[src/rtl/hazard_unit_pkg.sv]
// Shared encodings for the hazard unit: divider FSM states and the
// forwarding-mux select codes decoded by the execute-stage datapath.
package hazard_unit_pkg;

   typedef enum logic [1:0] {
      ST_IDLE = 2'd0,
      ST_BUSY = 2'd1,
      ST_DONE = 2'd2
   } div_state_e;

   localparam logic [1:0] FWD_RF  = 2'b00;  // operand from register file
   localparam logic [1:0] FWD_WB  = 2'b01;  // operand from writeback stage
   localparam logic [1:0] FWD_MEM = 2'b10;  // operand from memory stage

   localparam int CNT_W = 8;

endpackage : hazard_unit_pkg

[src/rtl/hazard_unit_div_stall_fsm.sv]
// Holds the front of the pipeline while a multi-cycle divide sits in
// execute. The divide is stalled for exactly DIV_LATENCY cycles, then a
// one-cycle DONE state releases the pipeline and flags the result.
module div_stall_fsm
   import hazard_unit_pkg::*;
#(
   parameter int DIV_LATENCY = 8
) (
   input  logic clk,
   input  logic rst,
   input  logic divstart_i,
   output logic divstall_o,
   output logic div_busy_o,
   output logic div_done_o
);

   localparam logic [CNT_W-1:0] CNT_INIT = CNT_W'(DIV_LATENCY - 1);

   div_state_e       state_q, state_d;
   logic [CNT_W-1:0] cnt_q, cnt_d;

   // State and countdown register; async reset returns straight to IDLE.
   always_ff @(posedge clk or posedge rst) begin
      if (rst) begin
         state_q <= ST_IDLE;
         cnt_q   <= '0;
      end else begin
         state_q <= state_d;
         cnt_q   <= cnt_d;
      end
   end

   // Next state: the cycle the divide is first seen counts as the first
   // stalled cycle, so BUSY only needs DIV_LATENCY-1 more.
   always_comb begin
      state_d = state_q;
      cnt_d   = cnt_q;
      case (state_q)
         ST_IDLE: begin
            if (divstart_i) begin
               state_d = ST_BUSY;
               cnt_d   = CNT_INIT;
            end
         end
         ST_BUSY: begin
            cnt_d = cnt_q - 1'b1;
            if (cnt_q == CNT_W'(1)) begin
               state_d = ST_DONE;
            end
         end
         // The finished divide is still visible in E here; ignore it.
         ST_DONE: state_d = ST_IDLE;
         default: state_d = ST_IDLE;
      endcase
   end

   // Outputs decoded from the current state.
   always_comb begin
      divstall_o = ((state_q == ST_IDLE) && divstart_i) || (state_q == ST_BUSY);
      div_busy_o = (state_q != ST_IDLE);
      div_done_o = (state_q == ST_DONE);
   end

endmodule : div_stall_fsm

[src/rtl/hazard_unit.sv]
// Hazard detection and forwarding control for the 5-stage MIPS pipeline:
// execute/decode forwarding selects, load-use and branch stalls, and the
// divide hold sequenced by div_stall_fsm.
module hazard_unit
   import hazard_unit_pkg::*;
#(
   parameter int REG_ADDR_W  = 5,
   parameter int DIV_LATENCY = 8
) (
   input  logic                  clk,
   input  logic                  rst,
   input  logic [REG_ADDR_W-1:0] rsD,
   input  logic [REG_ADDR_W-1:0] rtD,
   input  logic [REG_ADDR_W-1:0] rsE,
   input  logic [REG_ADDR_W-1:0] rtE,
   input  logic [REG_ADDR_W-1:0] writeregE,
   input  logic [REG_ADDR_W-1:0] writeregM,
   input  logic [REG_ADDR_W-1:0] writeregW,
   input  logic                  regwriteE,
   input  logic                  regwriteM,
   input  logic                  regwriteW,
   input  logic                  memtoregE,
   input  logic                  memtoregM,
   input  logic                  branchD,
   input  logic                  divstartE,
   output logic [1:0]            forwardAE,
   output logic [1:0]            forwardBE,
   output logic                  forwardAD,
   output logic                  forwardBD,
   output logic                  stallF,
   output logic                  stallD,
   output logic                  stallE,
   output logic                  flushE,
   output logic                  div_busy,
   output logic                  div_done
);

   logic [REG_ADDR_W-1:0] src_e [2];
   logic [REG_ADDR_W-1:0] src_d [2];
   logic [1:0]            fwd_e [2];
   logic                  fwd_d [2];
   logic                  lwstall;
   logic                  branchstall;
   logic                  divstall;

   assign src_e[0] = rsE;
   assign src_e[1] = rtE;
   assign src_d[0] = rsD;
   assign src_d[1] = rtD;

   genvar gi;
   generate
      for (gi = 0; gi < 2; gi++) begin : g_fwd
         // Execute operand select; the younger result in M wins over W, r0 never forwards.
         always_comb begin
            fwd_e[gi] = FWD_RF;
            if ((src_e[gi] != '0) && regwriteM && (writeregM == src_e[gi])) begin
               fwd_e[gi] = FWD_MEM;
            end else if ((src_e[gi] != '0) && regwriteW && (writeregW == src_e[gi])) begin
               fwd_e[gi] = FWD_WB;
            end
         end

         // Branch comparator in decode can only take the ALU result sitting in M.
         always_comb begin
            fwd_d[gi] = (src_d[gi] != '0) && regwriteM && (writeregM == src_d[gi]);
         end
      end
   endgenerate

   assign forwardAE = fwd_e[0];
   assign forwardBE = fwd_e[1];
   assign forwardAD = fwd_d[0];
   assign forwardBD = fwd_d[1];

   // Load-use and branch-operand-not-ready detection.
   always_comb begin
      lwstall     = memtoregE && ((rtE == rsD) || (rtE == rtD));
      branchstall = branchD &&
                    ((regwriteE && (writeregE != '0) &&
                      ((writeregE == rsD) || (writeregE == rtD))) ||
                     (memtoregM && (writeregM != '0) &&
                      ((writeregM == rsD) || (writeregM == rtD))));
   end

   div_stall_fsm #(
      .DIV_LATENCY(DIV_LATENCY)
   ) u_div_stall_fsm (
      .clk        (clk),
      .rst        (rst),
      .divstart_i (divstartE),
      .divstall_o (divstall),
      .div_busy_o (div_busy),
      .div_done_o (div_done)
   );

   // A divide held in E freezes ID/EX rather than bubbling it; the
   // load/branch condition is simply re-evaluated once the divide releases.
   always_comb begin
      stallF = lwstall || branchstall || divstall;
      stallD = lwstall || branchstall || divstall;
      stallE = divstall;
      flushE = (lwstall || branchstall) && !divstall;
   end

endmodule : hazard_unit

[config.mk]
export PLATFORM = sky130hd
export DESIGN_NAME = hazard_unit
export DESIGN_NICKNAME = d
export VERILOG_FILES = /design/src/rtl/hazard_unit_pkg.sv /design/src/rtl/hazard_unit_div_stall_fsm.sv /design/src/rtl/hazard_unit.sv
export SDC_FILE = /design/constraint.sdc
export NUM_CORES = 1
export LEC_CHECK = 0
export ABC_AREA = 1
export CELL_PAD_IN_SITES_DETAIL_PLACEMENT = 1
export CELL_PAD_IN_SITES_GLOBAL_PLACEMENT = 1
export CORE_ASPECT_RATIO = 1.2
export CORE_MARGIN = 1
export CORE_UTILIZATION = 32
export CTS_CLUSTER_DIAMETER = 80
export DETAILED_ROUTE_END_ITERATION = 12
export GPL_ROUTABILITY_DRIVEN = 0
export MAX_ROUTING_LAYER = met4
export PLACE_DENSITY_LB_ADDON = 0.1
export SLEW_MARGIN = 20
export SYNTH_ARGS = -nofsm -noshare
export SYNTH_HDL_FRONTEND = slang
export SYNTH_HIERARCHICAL = 1
export SYNTH_SLANG_ARGS = --single-unit
[constraint.sdc]
create_clock -name clk -period 2 [get_ports clk]
set_clock_uncertainty 0.1 [all_clocks]
set_input_delay 0.2 -clock clk [delete_from_list [all_inputs] [get_ports clk]]
set_output_delay 0.2 -clock clk [all_outputs]
set_load 0.02 [all_outputs]
==> results of run 1 <==
-- layout by cell type (no fill, tap or decap), types with 3 or more instances in the layout --
| cell | count |
|---|---|
| clkdlybuf4s50_1 | 20 |
| nor3_1 | 3 |
| nand2_1 | 88 |
| dfrtp_1 | 10 |
| nand4_1 | 6 |
| xor2_1 | 10 |
| nand2_2 | 5 |
| nor2_1 | 18 |
| a21oi_1 | 6 |
| o21ai_0 | 5 |
| buf_4 | 40 |
| dlymetal6s2s_1 | 12 |
| nor2_2 | 8 |
| clkbuf_8 | 4 |
| xnor2_1 | 7 |
| clkbuf_2 | 3 |
| o21ai_1 | 4 |
| nand3_1 | 13 |
| inv_1 | 30 |
| inv_2 | 16 |
| dlygate4sd2_1 | 14 |
-- sequential cells by signal, indices dropped and copies added, names as in the netlist --
name	count
u_div_stall_fsm/state_q	2
u_div_stall_fsm/cnt_q	8
-- through the flow --
step           cell area, um^2  hold WS, ns
2_1_floorplan             1510      -0.0598
3_3_place_gp              2370        0.406
3_5_place_dp              2370        0.418
4_1_cts                   2410        0.160
5_1_grt                   2490        0.205
6_report                  2490        0.142
-- cells by family (layout without fill, tap and decap cells) --
| family | after synthesis | in the layout | share of synthesized area [%] |
|---|---|---|---|
| AO/OA/AOI/OAI | 25 | 25 | 9.97 |
| XOR/XNOR | 18 | 18 | 10.5 |
| adder cells (fa/ha/maj) | 2 | 2 | 1.66 |
| buffers and inverters | 54 | 146 | 15.2 |
| flip-flops | 10 | 10 | 16.6 |
| AND/OR/NAND/NOR | 154 | 154 | 46.1 |
-- final cells by class --
| cell class | count | area, um^2 |
|---|---|---|
| sequential | 10 | 250 |
| clock buffer | 4 | 55.1 |
| timing repair buffer | 93 | 827 |
| fill | 640 | 2070 |
| tap | 58 | 72.6 |
| inverter | 49 | 189 |
| multi-input combinational | 199 | 1100 |
-- worst max-delay path, stage by stage (launching register included) --
cell and delay, ns:
dfrtp_1 0.42, inv_2 0.10, nand3_4 0.08, nand2_2 0.12
clkdlybuf4s50_1 0.61
-- per-layer routing --
metal,wire [um],vias to the layer above
met5,0,-
met4,111,0
met3,92,9
met2,3050,29
met1,2250,928
li1,-,1003
-- how the worst max path moves through the flow --
stage / start / end / slack, ns / cells past startpoint
2_1_floorplan: writeregM[4] / forwardAE[0] / 0.41 / 6
3_3_place_gp: writeregM[4] / forwardAD / -0.49 / 8
6_report: u_div_stall_fsm/state_q[0] / stallE / 0.11 / 4
5_1_grt: writeregM[1] / stallD / -0.005 / 11
4_1_cts: rtD[3] / stallD / -0.007 / 12
3_5_place_dp: rtE[4] / flushE / -0.51 / 8
-- timing repair --
| item | 4_1_cts | 5_1_grt |
|---|---|---|
| gates resized for setup | 46 | 35 |
| setup endpoints to repair | 9 | 8 |
| pin swaps | 1 | 5 |
-- power groups by stage --
| stage | sequential, uW | clock, uW | combinational (uW) |
|---|---|---|---|
| global placement | 389 | 0 | 986 |
| global route | 407 | 269 | 1140 |
| floorplan | 372 | 0 | 633 |
| detailed placement | 393 | 0 | 1010 |
| CTS | 391 | 263 | 999 |
| finish | 390 | 259 | 1020 |
==> qor.yml, run 1 <==
yosysWarnings: 6
remaining_drc_errors: 0
swShare_pct: 46.1
synthesis.nets: 309
power.switching_uw: 769
io_pins: 56
synth-seq-area-share_pct: 16.6
setup_violations: 0
nets: 402
power_frac_comb_pct: 61.1
syn_avg_cell_area_um2: 5.73
clkPwrFrac_pct: 15.5
chipHeight_um: 77.2
grt_pass1_vias: 1980
critical_path_class: "reg2out"
internal_power_uw: 900
ctsHtreeMaxLevel: 1
vias_per_cell: 4.77
syn2layout_area_growth_pct: 65.6
syn_area_um2: 1510
hold_viol: 0
cts_setup_buffers: 0
dp_hpwl_um: 4570
cp-start-kind: "flop"
synth_cells: 263
power_frac_seq_pct: 23.4
antenna_cells: 0
vias: 1969
relSlewSlack_pct: 73.1
wl_per_cell_um: 13.3
worst_pin_slew_ns: 0.404
gr-total-overflow: 0
ant_nets: 0
synth_ff_type: "dfrtp_1"
crit_arrival_ns: 1.59
cts-root-buf: "clkbuf_8"
reg2reg_from: "u_div_stall_fsm/cnt_q[0]"
start_util_pct: 33.0
die_x_um: 64.6
clock_path_buffers: 2
grt_usage_pct: 23.4
grt_pass1_wl_um: 8870
stdcell_count: 413
drt-initial-drc-count: 32
cts_buffers: 3
clk_transition_reported_paths_ns: 0.05
critical_path_peak_fanout: 4
power_uw: 1670
io_buffers: 55
finalMaxSlewViolations: 0
setup_tns_ns: 0
ys_types: 35
finalCritPeriodShare_pct: 94.3
ys_seq_elements: 10
yosys-top-cells-count: "90 x nand2_1, 32 x inv_1, 22 x nor2_1"
numPlacedInstances: 409
async_reset_ff_share_pct: 100
rr_endpoint: "u_div_stall_fsm/cnt_q[2]"
coreArea_um2: 4560
r2r_slack_ns: 0.64
vdd_ir_drop_max_mv: 0.214
drive_gt1_share_pct: 27.0
die-area_um2: 4990
antenna_found_initial: 0
power_density_nw_per_um2: 669
yosysTopAreaCell: "nand2_1"
rows: 27
p_leak_uw: 0.00138
r2r_cells: 7
clock-sinks: 10
worstSetupEndpointType: "output pin"
synth_edf_count: 0
netlist_top_cells_area: "nand2_1 22%, dfrtp_1 17%, inv_1 8.0%, xor2_1 5.8%, nor2_1 5.5%"
grt_max_degree: 11
holdBufCountCts: 0
synth.most_common_cell: "nand2_1"
cts_tree: "yes"
grtUsageMet3_pct: 0.893
clk_latency_ns: 0.24
worstHoldPathType: "in2async"
setup_ws_ns: 0.113
drv_cap: 0
grt-busiest-layer: "met2"
drt_pass1_iterations: 4
wirelength_um: 5500
outcome: "finished clean"
dpl_worst_slack_ns: -0.513
fin_crit_ns: 1.89
synth_top_area_share_pct: 22.4
met2_usage_pct: 45.9
fmax_ghz: 0.530
gr-usage-met1_pct: 24.8
fin_util_pct: 54.7
critPathRequiredTime_ns: 1.70
No activity file was read; power rests on OpenSTA's default activity.
==> inputs of run 2 (changes only) <==
SLEW_MARGIN = not set   (was 20)
==> results of run 2 <==
Final layout, timing and power as in run 1 (identical DEF).
==> inputs of run 3 (changes only) <==
CORE_UTILIZATION = 30   (was 32)
SYNTH_HIERARCHICAL = not set   (was 1)
==> qor.yml, run 3 <==
synth.most_common_cell: "nand2_1"
holdBufCountCts: 0
setup_violations: 0
io_buffers: 55
power_density_nw_per_um2: 602
outcome: "finished clean"
critPathRequiredTime_ns: 1.70
ant_nets: 0
rsz0062_at_grt: "no"
wl_per_cell_um: 12.5
crit_arrival_ns: 1.59
cts-root-buf: "clkbuf_8"
netlist_top_cells_area: "nand2_1 21%, dfrtp_1 18%, inv_1 11%, nor2_1 8.0%, xnor2_1 5.1%"
drv_cap: 0
finalCritPeriodShare_pct: 94.6
top_regs: "u_div_stall_fsm.cnt_q x8, u_div_stall_fsm.state_q x2"
largest_register_ffs: 8
start_util_pct: 31.6
clock-sinks: 10
worstSetupEndpointType: "output pin"
coreArea_um2: 4330
grt_usage_pct: 21.5
synth_ff_type: "dfrtp_1"
vias_per_cell: 4.79
async_reset_ff_share_pct: 100
antenna_cells: 0
nets: 383
cts_tree: "yes"
synth_edf_count: 0
grt_pass1_vias: 1984
setup_ws_ns: 0.108
drt_pass1_iterations: 4
rows: 26
relSlewSlack_pct: 73.8
synth_top_area_share_pct: 20.6
io_pins: 56
worstHoldPathType: "in2async"
wirelength_um: 4900
regMostFlops: "u_div_stall_fsm.cnt_q"
syn_area_um2: 1370
grt_pass1_wl_um: 8350
clock_path_buffers: 2
dpl_worst_slack_ns: -0.530
layout_common_cells: "75 x nand2_1, 41 x buf_4, 37 x inv_1, 28 x nor2_1, 22 x clkdlybuf4s50_1"
finalMaxSlewViolations: 0
fmax_ghz: 0.529
critical_path_class: "in2out"
yosysTopAreaCell: "nand2_1"
worst_pin_slew_ns: 0.392
chipHeight_um: 76.0
layout_commonest_cell: "nand2_1"
ys_types: 29
vias: 1878
antenna_found_initial: 0
die_x_um: 63.7
clk_latency_ns: 0.23
synthesis.nets: 287
holdWs_ns: 0.147
critical_path_peak_fanout: 4
synth-seq-area-share_pct: 18.3
ys_seq_elements: 10
drt-initial-drc-count: 40
cts_buffers: 3
hold_viol: 0
grt_max_degree: 11
fin_crit_ns: 1.89
ctsHtreeMaxLevel: 1
yosysWarnings: 0
drive_gt1_share_pct: 21.1
p_leak_uw: 0.00135
gr-total-overflow: 0
remaining_drc_errors: 0
cp-start-kind: "input port"
vdd_ir_drop_max_mv: 0.288
synth_cells: 241
dp_hpwl_um: 4300
yosys-top-cells-count: "75 x nand2_1, 40 x inv_1, 29 x nor2_1"
clk_transition_reported_paths_ns: 0.05
die-area_um2: 4840
syn2layout_area_growth_pct: 71.0
syn_avg_cell_area_um2: 5.68
run 3: cell types whose count changed after synthesis, moves of 3 or more:
cell       change
nand2_1       -15
inv_2         -10
inv_1          +8
nor2_1         +7
nor3_1         +5
o21ai_1        -5
nand3_1        -4
nor2_2         -4
o21ai_0        +4
o2111ai_1      +3
xor2_1         -3
run 3: path summary, 6_finish.rpt:
kind / start / to / slack [ns] / cells past startpoint
max in group asynchronous: rst / u_div_stall_fsm.cnt_q[7] / 1.37 / 2
min in group clk: u_div_stall_fsm.cnt_q[5] / u_div_stall_fsm.cnt_q[5] / 0.41 / 1
hold / removal: rst / u_div_stall_fsm.cnt_q[5] / 0.15 / 2
hold reg to reg: u_div_stall_fsm.cnt_q[5] / u_div_stall_fsm.cnt_q[5] / 0.41 / 1
setup reg to reg: u_div_stall_fsm.cnt_q[0] / u_div_stall_fsm.cnt_q[6] / 0.55 / 7
setup / recovery: rtE[2] / forwardBE[0] / 0.11 / 9
run 3: cells by family (layout without fill, tap and decap cells):
family          count (synthesis)  in the layout  share of synthesized area, %
xor+xnor                       15             15                          9.60
flops                          10             10                          18.3
compound gates                 31             31                          14.4
simple gates                  136            136                          42.5
fa+ha+maj                       2              2                          1.83
buf+inv                        47            142                          13.3
run 3: final cells by class:
type	instances	area, um^2
Fill cell	609	1990
Multi-Input combinational cell	184	960
Timing Repair Buffer	94	841
Clock buffer	4	55.1
Sequential cell	10	250
Tap cell	56	70.1
Inverter	44	165
run 3: power breakdown:
part | internal [uW] | switching [uW] | total, uW | leakage, uW
Clock | 173 | 79.1 | 252 | 0.0000288
Sequential | 285 | 75.8 | 361 | 0.000124
Combinational | 374 | 420 | 795 | 0.00120
run 3: layer usage:
layer | global-route usage, % | part of all wire (%) | up-vias
met2 | 42.6 | 56 | 33
met3 | 1.05 | 1.6 | 2
met5 | - | 0 | -
met1 | 23.3 | 42 | 888
met4 | 2.95 | 0.24 | 0
li1 | - | - | 955
run 3: timing repair:
item | in CTS | in global routing
endpoints found under the setup margin | 10 | 9
resized for setup | 48 | 24
setup buffers | 0 | 0
pin swaps | 2 | 4
run 3: per-stage QoR:
step	power [uW]	TNS (ns)	utilization, %	area [um^2]	cells
5_1_grt	1540	0	54.1	2340	392
3_3_place_gp	1160	-3.90	52.6	2280	388
4_1_cts	1420	0	53.4	2310	392
2_1_floorplan	786	0	-	1370	241
3_5_place_dp	1190	-4.01	52.6	2280	388
6_report	1410	0	54.1	2340	392
run 3: critical path, stage by stage:
cell and delay, ns:
clkdlybuf4s50_1 0.51, inv_1 0.07, buf_4 0.14, nand4_1 0.09, nor2_1 0.07, a211oi_1 0.17, nand2_1 0.07, nor2_1 0.10
buf_2 0.17
==> variant 1: new RTL, config.mk and constraints of run 2 <==
Set the package constant `CNT_W` to 10 (it was 8).
--- a/src/rtl/hazard_unit_pkg.sv
+++ b/src/rtl/hazard_unit_pkg.sv
@@ -14,3 +14,3 @@
 
-   localparam int CNT_W = 8;
+   localparam int CNT_W = 10;
 
Function: same outputs for any inputs over 10 cycles, from zero or initial values and one cycle with rst high; that may be too few to reach the edited logic, so the function may still have changed.
==> variant 1 against run 2 <==
Synthesized area grew 6.5%; final area increased by 4.7%; wire length increased by 2.8%; worst setup slack worse by 0.024 ns; fmax down 1.3%; critical path type is now in2out; global-route usage is 0.14 points higher; non-clock buffer count increased by 8; sequential cell count rose by 2; hold slack improved by 0.036 ns; core utilization is 0.90 points higher.
Power is not compared: it rests on default switching activity, and its combinational part moved more than twofold at a synthesized area within 25%.
==> variant 1: results (changes against run 2) <==
- WL/cell: 13.0 µm (was 13.3 µm)
- Worst reg2reg setup slack: 0.65 ns
- Drt initial violations: 84 (was 32)
- Post-DP HPWL: 4.91 mm (was 4.57 mm)
- Pin count of the biggest net entering global routing: 13 (was 11)
- Overall Global Routing Usage: 0.235 (was 0.234)
- CTS Buf Count: 3 (unchanged)
- Fraction of registers with async set/reset: 1.00 (unchanged)
- M3 GR Usage: 0.00857 (was 0.00893)
- CP max FO: 3 (was 4)
- GR Util met1: 0.239 (was 0.248)
- Least-Margin Pin Slew: 0.510 ns (was 0.404 ns)
- Run status: complete, no violations (unchanged)
- Top cells by area, synth: nand2_1 (22%), dfrtp_1 (19%), inv_1 (8.7%) (was nand2_1 (22%), dfrtp_1 (17%), inv_1 (8.0%))
- Met2 wire length: 3.21 mm (was 3.05 mm)
- Vias in the first global route: 2217 (was 1980)
- Synth warnings: 6 (unchanged)
- Routed wl met3: 120 µm (was 92 µm)
- WP data arrival: 1.61 ns (was 1.59 ns)
- Max Freq: 523 MHz (was 530 MHz)
- Biggest regs: u_div_stall_fsm/cnt_q: 10 flops, u_div_stall_fsm/state_q: 2 flops (was u_div_stall_fsm/cnt_q: 8 flops, u_div_stall_fsm/state_q: 2 flops)
- Synth Area in XOR/XNOR: 0.0983 (was 0.105)
- Met1 WL: 2.26 mm (was 2.25 mm)
- Vias post-DR: 2085 (was 1969)
- Nets: 425 (was 402)
- CP peak stage delay: 0.53 ns (was 0.61 ns)
- Fraction of layout cells with a size suffix above 1: 0.235 (was 0.270)
- Commonest cells in the netlist: nand2_1 (95), inv_1 (37), nor2_1 (28) (was nand2_1 (90), inv_1 (32), nor2_1 (22))
- Sequential fraction of the synthesis area: 0.187 (was 0.166)
- Commonest register cell after synthesis: dfrtp_1 (unchanged)
- Syn Nets: 324 (was 309)
- Iteration count of the initial detailed-routing pass: 6 (was 4)
- Met2 Resource Use GR: 0.474 (was 0.459)
- Adder-cell share of the synthesized area: 0.0156 (was 0.0166)
- Fillers: 659 (was 640)
- Clock buffer depth: 2 (unchanged)
- First-pass GRT wire length: 9.42 mm (was 8.87 mm)
- # diodes: 0 (unchanged)
- CP Launch Point: rsE[3] (was u_div_stall_fsm/state_q[0])
- Last element of the critical path: forwardAE[1] (was stallE)
- R2R Path End: u_div_stall_fsm/cnt_q[6] (was u_div_stall_fsm/cnt_q[2])
- Compound-Gate Fraction of Synth Area: 0.103 (was 0.0997)
- Pre-CTS setup slack: -0.588 ns (was -0.513 ns)
[variant 1: final cells by class]
type | instances | share of cell area
Timing Repair Buffer | 101 | 0.340
Sequential cell | 12 | 0.115
Clock buffer | 4 | 0.0211
Tap cell | 58 | 0.0278
Inverter | 51 | 0.0733
Multi-Input combinational cell | 210 | 0.423
[variant 1: cell families after synthesis]
family	after synthesis
adder cells (fa/ha/maj)	2
AND/OR/NAND/NOR	162
flip-flops	12
AO/OA/AOI/OAI	28
buffers and inverters	56
XOR/XNOR	18
[variant 1: what timing repair did]
action | 4_1_cts | 5_1_grt
setup endpoints to repair | 10 | 8
resized for setup | 54 | 18
hold buffers | 0 | 0
pin swaps | 3 | 4
buffers inserted | 0 | 0
[variant 1: through the flow]
stage                     hold slack (ns)  instances  area, µm²
after floorplan                   -0.0353        278       1600
final                               0.178        436       2610
after global placement              0.374        432       2530
after global routing                0.243        436       2610
after CTS                           0.199        436       2580
after detailed placement            0.392        432       2530
==> variant 2: new RTL, settings of run 2 <==
Without the edit above. The 3 states of `div_state_e` get a one-hot encoding in 3 bits.
--- a/src/rtl/hazard_unit_pkg.sv
+++ b/src/rtl/hazard_unit_pkg.sv
@@ -4,6 +4,6 @@
 
-   typedef enum logic [1:0] {
-      ST_IDLE = 2'd0,
-      ST_BUSY = 2'd1,
-      ST_DONE = 2'd2
+   typedef enum logic [2:0] {
+      ST_IDLE = 3'b001,
+      ST_BUSY = 3'b010,
+      ST_DONE = 3'b100
    } div_state_e;
Check against the original RTL: no difference found for any inputs over 10 cycles, from zero or initial values and one cycle with rst high; not proved beyond that.
==> variant 2 against run 2 <==
Sequential power fell by 17%; first-iteration DRC count shrank 16%; fmax up 0.21%; synthesized area is 3.7% higher; sequential cell count is 1 higher; wire length up 2.7%; total power shrank 18%; final area grew 2.5%; non-clock buffer count grew 11; worst setup slack better by 0.0040 ns; final cell count grew 4.8%; via count rose by 4.2%; sequential share of layout area increased by 0.78 points; global-route usage is 1.1 points higher.
==> variant 2: results (changes against run 2) <==
- Worst-path clk slew: 0.06 ns
- CP peak stage delay: 0.32 ns (was 0.61 ns)
- Met2 wire length: 3.14 mm (was 3.05 mm)
- Met2 Resource Use GR: 0.459 (about the same)
- Overall Global Routing Usage: 0.245 (was 0.234)
- Peak VDD IR: 0.240 mV (was 0.214 mV)
- Worst reg2reg setup slack: 0.64 ns (about the same)
- First-pass GRT wire length: 9.65 mm (was 8.87 mm)
- Commonest register cell after synthesis: dfrtp_1 (unchanged)
- M3 GR Usage: 0.0131 (was 0.00893)
- Fin Hold WS: 0.152 ns (was 0.142 ns)
- Drt initial violations: 27 (was 32)
- Fillers: 645 (was 640)
- GR Util met1: 0.268 (was 0.248)
- Clock buffer depth: 2 (unchanged)
- Pin count of the biggest net entering global routing: 12 (was 11)
- Mapped Cells: 272 (was 263)
- Number of library cell types mapped by synthesis: 36 (was 35)
- Commonest cells in the netlist: nand2_1 (92), inv_1 (36), nor2_1 (27) (was nand2_1 (90), inv_1 (32), nor2_1 (22))
- H-tree depth: 1 (unchanged)
- Highest metal used: met4 (unchanged)
- Nets: 422 (was 402)
- Slowest CP cell: dlygate4sd2_1 (was clkdlybuf4s50_1)
- Pre-CTS setup slack: -0.570 ns (was -0.513 ns)
- # diodes: 0 (unchanged)
- Placement Cell Area: 2510 µm² (was 2370 µm²)
- WL/cell: 13.0 µm (was 13.3 µm)
- WP data arrival: 1.58 ns
- Top cells by area, synth: nand2_1 (22%), dfrtp_1 (16%), inv_1 (8.6%) (was nand2_1 (22%), dfrtp_1 (17%), inv_1 (8.0%))
- Post-DP HPWL: 4.85 mm (was 4.57 mm)
- Cell family with most CP delay: buffers and inverters (unchanged)
- Fraction of layout cells with a size suffix above 1: 0.259 (was 0.270)
- Routed wl met3: 91 µm (was 92 µm)
- Syn Nets: 318 (was 309)
- WL final: 5.65 mm (was 5.50 mm)
- Vias per cell: 4.74 (was 4.77)
- Int Pwr: 0.785 mW (was 0.900 mW)
- Met1 WL: 2.35 mm (was 2.25 mm)
- Vias in the first global route: 2147 (was 1980)
- Rel. slew slack: 0.707 (was 0.731)
- Sequential fraction of the synthesis area: 0.177 (was 0.166)
- Biggest regs: u_div_stall_fsm/cnt_q: 8 flops, u_div_stall_fsm/state_q: 3 flops (was u_div_stall_fsm/cnt_q: 8 flops, u_div_stall_fsm/state_q: 2 flops)
- Root Driver: clkbuf_8 (unchanged)
- Fraction of registers with async set/reset: 1.00 (unchanged)
- CP max FO: 5 (was 4)
- Iteration count of the initial detailed-routing pass: 4 (unchanged)
- Skew-Pair Late Insertion Delay: 0.25 ns
- Synth warnings: 6 (unchanged)
- Lkg Pwr: 1.44 nW (was 1.38 nW)
- Dpl cells: 428 (was 409)
- Run status: complete, no violations (unchanged)
- R2R Path End: u_div_stall_fsm/cnt_q[6] (was u_div_stall_fsm/cnt_q[2])
- Yosys top cell by area: nand2_1 (unchanged)
- Initial antenna violation count: 0 (unchanged)
-- variant 2: power groups by stage --
| stage | clock network (mW) | registers, mW | logic, mW |
|---|---|---|---|
| CTS | 0.238 | 0.323 | 0.819 |
| floorplan | 0 | 0.316 | 0.434 |
| global placement | 0 | 0.325 | 0.821 |
| global route | 0.253 | 0.328 | 0.896 |
| finish | 0.235 | 0.322 | 0.817 |
| detailed placement | 0 | 0.327 | 0.843 |
-- variant 2: how the worst max path moves through the flow --
| stage | slack [ns] | start | cells after the start | endpoint |
|---|---|---|---|---|
| final | 0.12 | writeregM[0] | 11 | stallD |
| after global routing | 0.01 | writeregM[0] | 11 | stallD |
| after CTS | -0.02 | rsD[3] | 12 | stallD |
| after detailed placement | -0.57 | writeregM[0] | 12 | stallD |
| after global placement | -0.53 | writeregM[0] | 12 | flushE |
| after floorplan | 0.29 | u_div_stall_fsm/state_q[0] | 5 | stallF |
-- variant 2: logic make-up after synthesis --
kind of cell | share of synthesized area
AOI/OAI and AO/OA | 0.0929
xor gates and xnor gates | 0.101
adders and majority gates | 0.0160
buffers and inverters | 0.150
DFF | 0.177
and+or+nand+nor | 0.464
-- variant 2: layout make-up --
type,instances,area share
timing repair buffer,104,0.347
multi-input combinational,205,0.423
inverter,51,0.0758
clock inverter,1,0.00196
tap,58,0.0284
sequential,11,0.108
clock buffer,3,0.0161
-- variant 2: per-stage QoR --
| stage | utilization | TNS (ns) |
|---|---|---|
| after floorplan | - | 0 |
| after global placement | 0.541 | -4.30 |
| after detailed placement | 0.541 | -4.49 |
| after CTS | 0.548 | -0.0282 |
| after global routing | 0.553 | 0 |
| final | 0.553 | 0 |
-- variant 2: repair_timing --
item,CTS,global route
hold endpoints to repair,0,0
resized for setup,55,22
setup endpoints to repair,10,9
buffers inserted,0,1
pin swaps,0,3
